<file path="config.mk">
export PLATFORM = sky130hd
export DESIGN_NAME = adc_block_packer_flat
export DESIGN_NICKNAME = d
export VERILOG_FILES = /design/src/rtl/adc_block_packer_if.sv /design/src/rtl/adc_block_packer.sv /design/src/flat_wrapper.sv
export SDC_FILE = /design/constraint.sdc
export NUM_CORES = 1
export LEC_CHECK = 0
export ABC_CLOCK_PERIOD_IN_PS = 5000
export CAP_MARGIN = 40
export CORE_UTILIZATION = 52
export CTS_BUF_LIST = sky130_fd_sc_hd__clkbuf_8
export DETAILED_ROUTE_END_ITERATION = 12
export HOLD_SLACK_MARGIN = 0.02
export PLACE_DENSITY = 0.76
export REMOVE_ABC_BUFFERS = 1
export SYNTH_ARGS = -nofsm -noshare
export SYNTH_HDL_FRONTEND = slang
export SYNTH_SLANG_ARGS = --single-unit
export TNS_END_PERCENT = 1
</file>
<file path="constraint.sdc">
create_clock -name clk -period 5 [get_ports clk]
set_clock_uncertainty 0.15 [all_clocks]
set_input_delay 1.5 -clock clk [delete_from_list [all_inputs] [get_ports clk]]
set_output_delay 1.5 -clock clk [all_outputs]
set_load 0.01 [all_outputs]
</file>
<file path="src/rtl/adc_block_packer_if.sv">
// Sample-in / block-out bus of adc_block_packer.
// master: packer side (consumes samples, drives blocks and status).
// slave : environment side (SPI receiver, cipher core, monitors).
interface adc_block_packer_if #(
  parameter int SAMPLE_W = 12,
  parameter int BLOCK_W  = 128
);
  logic [SAMPLE_W-1:0] sample;
  logic                sample_valid;
  logic                flush;
  logic [BLOCK_W-1:0]  block;
  logic                block_valid;
  logic                block_ready;
  logic                overflow;
  logic [7:0]          drop_count;
  logic [3:0]          fill_level;

  modport master (
    input  sample, sample_valid, flush, block_ready,
    output block, block_valid, overflow, drop_count, fill_level
  );

  modport slave (
    output sample, sample_valid, flush, block_ready,
    input  block, block_valid, overflow, drop_count, fill_level
  );
endinterface

</file>
<file path="src/rtl/adc_block_packer.sv">
// adc_block_packer: packs N_SAMPLES ADC samples plus a count/sequence header
// into one BLOCK_W block, double-buffered (assembly + output register).
// Samples arriving while both registers are full are dropped and counted.
// Optional macro PACK_SEQ_EN: when defined, bits [BLOCK_W-5 -: 4] carry a
// 4-bit sequence number incremented per loaded block; otherwise they are 0.
module adc_block_packer #(
  parameter int SAMPLE_W  = 12,
  parameter int N_SAMPLES = 10,
  parameter int BLOCK_W   = 128
) (
  input  logic              clk,
  input  logic              reset,
  adc_block_packer_if.master bus
);
  localparam int ASM_W = SAMPLE_W * N_SAMPLES;

  typedef enum logic {FILL = 1'b0, PEND = 1'b1} state_t;

  state_t             state, state_nxt;
  logic [ASM_W-1:0]   asm_q, asm_nxt;
  logic [3:0]         fill_q, fill_after;
  logic [3:0]         seq_cur;
  logic [BLOCK_W-1:0] block_q, load_block;
  logic               block_valid_q;
  logic               overflow_q;
  logic [7:0]         drop_q;
  logic               wr, close, fire, slot_free, load, drop;

  // Header in the top byte: valid-sample count, then sequence number.
  // Slots at or beyond the count are forced to zero, so stale assembly
  // contents never leak into a partial block.
  function automatic logic [BLOCK_W-1:0] pack_block(input logic [ASM_W-1:0] slots,
                                                    input logic [3:0] cnt,
                                                    input logic [3:0] seq);
    logic [BLOCK_W-1:0] res;
    res = '0;
    for (int k = 0; k < N_SAMPLES; k++) begin
      if (k < int'(cnt)) res[k*SAMPLE_W +: SAMPLE_W] = slots[k*SAMPLE_W +: SAMPLE_W];
    end
    res[BLOCK_W-1 -: 4] = cnt;
    res[BLOCK_W-5 -: 4] = seq;
    return res;
  endfunction

  function automatic logic [7:0] sat_inc8(input logic [7:0] v);
    return (v == 8'hFF) ? v : v + 8'd1;
  endfunction

  assign fire       = block_valid_q & bus.block_ready;
  assign slot_free  = ~block_valid_q | fire;
  assign wr         = (state == FILL) & bus.sample_valid;
  assign fill_after = fill_q + 4'(wr);
  assign close      = (state == FILL) &
                      ((fill_after == 4'(N_SAMPLES)) | (bus.flush & (fill_after != 4'd0)));

  // Assembly register image after this cycle's sample write.
  always_comb begin
    asm_nxt = asm_q;
    if (wr) asm_nxt[int'(fill_q)*SAMPLE_W +: SAMPLE_W] = bus.sample;
  end

  // FSM state register.
  always_ff @(posedge clk or negedge reset) begin
    if (!reset) state <= FILL;
    else        state <= state_nxt;
  end

  // FSM next state: park a closed block in PEND until the output slot frees.
  always_comb begin
    state_nxt = state;
    case (state)
      FILL:    if (close && !slot_free) state_nxt = PEND;
      PEND:    if (slot_free)           state_nxt = FILL;
      default: state_nxt = FILL;
    endcase
  end

  // FSM outputs: when to load the output register, what to load, when to drop.
  always_comb begin
    load       = 1'b0;
    drop       = 1'b0;
    load_block = pack_block(asm_q, fill_q, seq_cur);
    case (state)
      FILL: begin
        load       = close & slot_free;
        load_block = pack_block(asm_nxt, fill_after, seq_cur);
      end
      PEND: begin
        load = slot_free;
        drop = bus.sample_valid;
      end
      default: ;
    endcase
  end

  // Assembly slots are pure data and need no reset; the count masks them.
  always_ff @(posedge clk) begin
    asm_q <= asm_nxt;
  end

  // Fill level, output register, drop accounting.
  always_ff @(posedge clk or negedge reset) begin
    if (!reset) begin
      fill_q        <= '0;
      block_q       <= '0;
      block_valid_q <= 1'b0;
      overflow_q    <= 1'b0;
      drop_q        <= '0;
    end else begin
      if (load)               fill_q <= '0;
      else if (state == FILL) fill_q <= fill_after;
      if (load) begin
        block_q       <= load_block;
        block_valid_q <= 1'b1;
      end else if (fire) begin
        block_valid_q <= 1'b0;
      end
      if (drop) begin
        overflow_q <= 1'b1;
        drop_q     <= sat_inc8(drop_q);
      end
    end
  end

`ifdef PACK_SEQ_EN
  logic [3:0] seq_q;

  // Sequence number advances once per block loaded into the output register.
  always_ff @(posedge clk or negedge reset) begin
    if (!reset)    seq_q <= '0;
    else if (load) seq_q <= seq_q + 4'd1;
  end

  assign seq_cur = seq_q;
`else
  assign seq_cur = 4'd0;
`endif

  assign bus.block       = block_q;
  assign bus.block_valid = block_valid_q;
  assign bus.overflow    = overflow_q;
  assign bus.drop_count  = drop_q;
  assign bus.fill_level  = fill_q;
endmodule
</file>
<file path="src/flat_wrapper.sv">
// flat-port wrapper written by rule: the top's interface ports become plain ports
module adc_block_packer_flat 
#(
  parameter int SAMPLE_W  = 12,
  parameter int N_SAMPLES = 10,
  parameter int BLOCK_W   = 128
)
  (clk, reset, bus_sample, bus_sample_valid, bus_flush, bus_block_ready, bus_block, bus_block_valid, bus_overflow, bus_drop_count, bus_fill_level);
  adc_block_packer_if #(.SAMPLE_W(SAMPLE_W), .BLOCK_W(BLOCK_W)) bus_i ();
  input  logic clk;
  input  logic reset;
  input wire logic [$bits(bus_i.sample)-1:0] bus_sample;
  input wire logic [$bits(bus_i.sample_valid)-1:0] bus_sample_valid;
  input wire logic [$bits(bus_i.flush)-1:0] bus_flush;
  input wire logic [$bits(bus_i.block_ready)-1:0] bus_block_ready;
  output wire logic [$bits(bus_i.block)-1:0] bus_block;
  output wire logic [$bits(bus_i.block_valid)-1:0] bus_block_valid;
  output wire logic [$bits(bus_i.overflow)-1:0] bus_overflow;
  output wire logic [$bits(bus_i.drop_count)-1:0] bus_drop_count;
  output wire logic [$bits(bus_i.fill_level)-1:0] bus_fill_level;
  assign bus_i.sample = bus_sample;
  assign bus_i.sample_valid = bus_sample_valid;
  assign bus_i.flush = bus_flush;
  assign bus_i.block_ready = bus_block_ready;
  assign bus_block = bus_i.block;
  assign bus_block_valid = bus_i.block_valid;
  assign bus_overflow = bus_i.overflow;
  assign bus_drop_count = bus_i.drop_count;
  assign bus_fill_level = bus_i.fill_level;
  adc_block_packer #(.SAMPLE_W(SAMPLE_W), .N_SAMPLES(N_SAMPLES), .BLOCK_W(BLOCK_W)) u_core (.clk(clk), .reset(reset), .bus(bus_i));
endmodule
</file>
==> flow_summary_export.csv <==
group,metric,value,unit
status,run_status,"complete, no violations",
setup_path,path_class,"register to register",
synth,synth-async-reset-ratio,53.7,%
hold_path,hp-class,"register to register",
setup_path,cpLargestDelayFamily,"simple AND/OR/NAND/NOR gates",
layout,multi_input_area,5780,um^2
pwr,irDropWorstVdd,382,uV
layout,final_cell_area,15000,um^2
timing,setup_viol,0,
detailed_routing,vias,10720,
detailed_routing,ant_nets,0,
place,place_ws,0.120,ns
timing,maxSlewViolCount,0,
timing,worstMarginPinSlew,0.934,ns
clocking,cts_hold_buf,0,
setup_path,cp.required,5.28,ns
layout,antenna_cells,0,
clocking,clockRootBuffer,"clkbuf_8",
floorplanning,die_x,155,um
clocking,cts.sinks,259,
clocking,post_cts.repair.setup_buffers,0,
global_route,track_usage,30.0,%
place,dp_hpwl,25000,um
timing,min_period_over_period,93.9,%
synth,synthCells,1273,
setup_path,start_kind,"register",
floorplanning,dieArea,23900,um^2
layout,fillCellCount,1844,
pwr,swShare,44.4,%
layout,drive_above_1_share,13.9,%
clocking,htree_levels,2,
global_route,grt_max_degree,81,
synth,ys_warn_count,0,
clocking,cts_tree,"done",
pwr,pwr-share-seq,29.8,%
pwr,leakagePower,6.55,nW
clocking,cts_buffers,43,
timing,fmax,0.213,GHz
layout,layout_commonest_cell,"nor2_1",
pwr,pwr-share-clk,16.5,%
layout,area_delta_synth_final,23.7,%
place,placed_cell_area,14100,um^2
timing,slew_headroom,37.5,%
floorplanning,io_pins,159,
detailed_routing,wl_per_cell,20.1,um
pwr,p_total,0.0110,W
layout,final_cell_mix,"nor2_1, clkdlybuf4s50_1, dfrtp_1",
detailed_routing,vias_per_cell,6.06,
synth,synth_cell_types,74,
synth,ys_seq_area_share,48.6,%
setup_path,cp_cell_sequence,"ha_1, fa_1, nor3_1, buf_4, nand2_1, a21oi_1, ha_1, nand2_1, nor4_1, nand3_1, mux2_2, a221oi_1, nor2_1",
setup_path,cp_num_buf_inv,1,
pwr,comb_power_share,53.8,%
synth,synth_edf_count,0,
floorplanning,initial_utilization,53.3,%
floorplanning,core,22700,um^2
floorplanning,die_height,155,um
global_route,grt_pass1_vias,10371,
setup_path,endpoint_kind,"register",
setup_path,crit_fanout,11,
global_route,grt_pass1_wl,56200,um
setup_path,max_stage_delay,0.58,ns
synth,avgSynthCellArea,9.51,um^2
detailed_routing,drt_pass1_iterations,6,
timing,hold_violations,0,
pwr,netSwitchingPower,0.00487,W
timing,tns,0,ns
timing,setup_ws,0.303,ns
detailed_routing,first_iter_violations,1123,
synth,syn_area,12100,um^2
pwr,p_int,0.00609,W
pwr,p_per_area,732,nW/um^2
timing,period_needed,4.70,ns
floorplanning,num_rows,55,
place,gp_congestion,0.967,
synth,synth-seq-cells,259,
global_route,gr-total-overflow,0,
setup_path,cp.arrival,4.98,ns
detailed_routing,drc,0,
clocking,clk_latency,0.55,ns
synth,synth_ff_type,"dfrtp_1",
run,max_cap_viol_count,0,
layout,ff_latch_area,5880,um^2
setup_path,critPathSlowestCell,"nor4_1",
clocking,clkTransAtPathRegs,0.06,ns
detailed_routing,drt-total-wl,35600,um
place,numPortBuffers,154,
layout,layout.nets,1484,
timing,rsz0062_at_grt,"no",
clocking,cts_resized,0,
clocking,clockBufferDepth,3,
global_route,antenna_found_initial,0,
layer usage:
| layer | GRT usage [%] | wire length (um) | up-vias |
|---|---|---|---|
| li1 | - | - | 5003 |
| met1 | 40.9 | 15600 | 5101 |
| met2 | 45.9 | 15700 | 504 |
| met3 | 5.49 | 2750 | 112 |
| met4 | 14.8 | 1580 | 0 |
| met5 | 0 | 0 | - |
path summary, 6_finish.rpt:
| kind | startpoint | end | slack (ns) | depth (start not counted) |
|---|---|---|---|---|
| setup / recovery | u_core.bus.fill_level[1] | u_core.bus.block[91] | 0.30 | 13 |
| hold / removal | u_core.asm_q[12] | u_core.asm_q[12] | 0.31 | 2 |
| setup reg to reg | u_core.bus.fill_level[1] | u_core.bus.block[91] | 0.30 | 13 |
| hold reg to reg | u_core.asm_q[12] | u_core.asm_q[12] | 0.31 | 2 |
| max in group asynchronous | reset | u_core.bus.block[32] | 3.07 | 2 |
| min in group asynchronous | reset | u_core.bus.block[29] | 0.80 | 1 |
stage by stage:
| step | instances | utilization, % | hold slack [ns] |
|---|---|---|---|
| finish | 1770 | 66.0 | 0.308 |
| global route | 1770 | 66.0 | 0.338 |
| CTS | 1769 | 65.9 | 0.309 |
| detailed placement | 1690 | 62.2 | 0.295 |
| global placement | 1684 | 62.0 | 0.285 |
| floorplan | 1199 | - | 0.275 |
sequential cells by signal (all words and copies together), names as in the netlist:
register,cells
u_core.asm_q,120
u_core.state,1
u_core.bus.block_valid,1
u_core.bus.block,124
u_core.bus.fill_level,4
u_core.bus.overflow,1
u_core.bus.drop_count,8
layout make-up:
| type | count | area share, % |
|---|---|---|
| Sequential cell | 259 | 39.3 |
| Multi-Input combinational cell | 902 | 38.6 |
| Timing Repair Buffer | 207 | 13.1 |
| Clock buffer | 54 | 4.96 |
| Tap cell | 285 | 2.38 |
| Inverter | 38 | 0.952 |
| Clock inverter | 25 | 0.710 |
synth_stat cells, types with 28 or more instances:
master / instances / area, um^2
a221oi_1: 28 / 245
nor3_1: 32 / 160
clkbuf_1: 59 / 221
inv_1: 38 / 143
a21oi_1: 82 / 410
mux2_2: 55 / 619
mux2i_1: 29 / 290
dfxtp_1: 120 / 2400
nand2_1: 118 / 443
nor2_1: 169 / 634
o22ai_1: 29 / 181
o21ai_0: 49 / 245
dfrtp_1: 139 / 3480
power groups by stage:
stage | Clock, W | Sequential, W | Combinational (W)
global route | 0.00194 | 0.00334 | 0.00630
detailed placement | 0 | 0.00328 | 0.00573
CTS | 0.00184 | 0.00325 | 0.00576
global placement | 0 | 0.00326 | 0.00565
finish | 0.00181 | 0.00326 | 0.00589
floorplan | 0 | 0.00338 | 0.00329
kinds of logic after synthesis:
group / after synthesis / synth area share (%)
buf+inv: 115 / 3.79
mux: 88 / 8.01
flops: 259 / 48.6
other cells: 1 / 0.0310
fa+ha+maj: 16 / 1.72
compound gates: 349 / 20.5
xor+xnor: 18 / 1.36
simple gates: 427 / 16.0
worst min-delay path, cell delays in order (launching register included):
cell     delay, ns
dfxtp_1       0.32
nand2_1       0.05
o21ai_0       0.06
(Power assumes the default switching activity.)
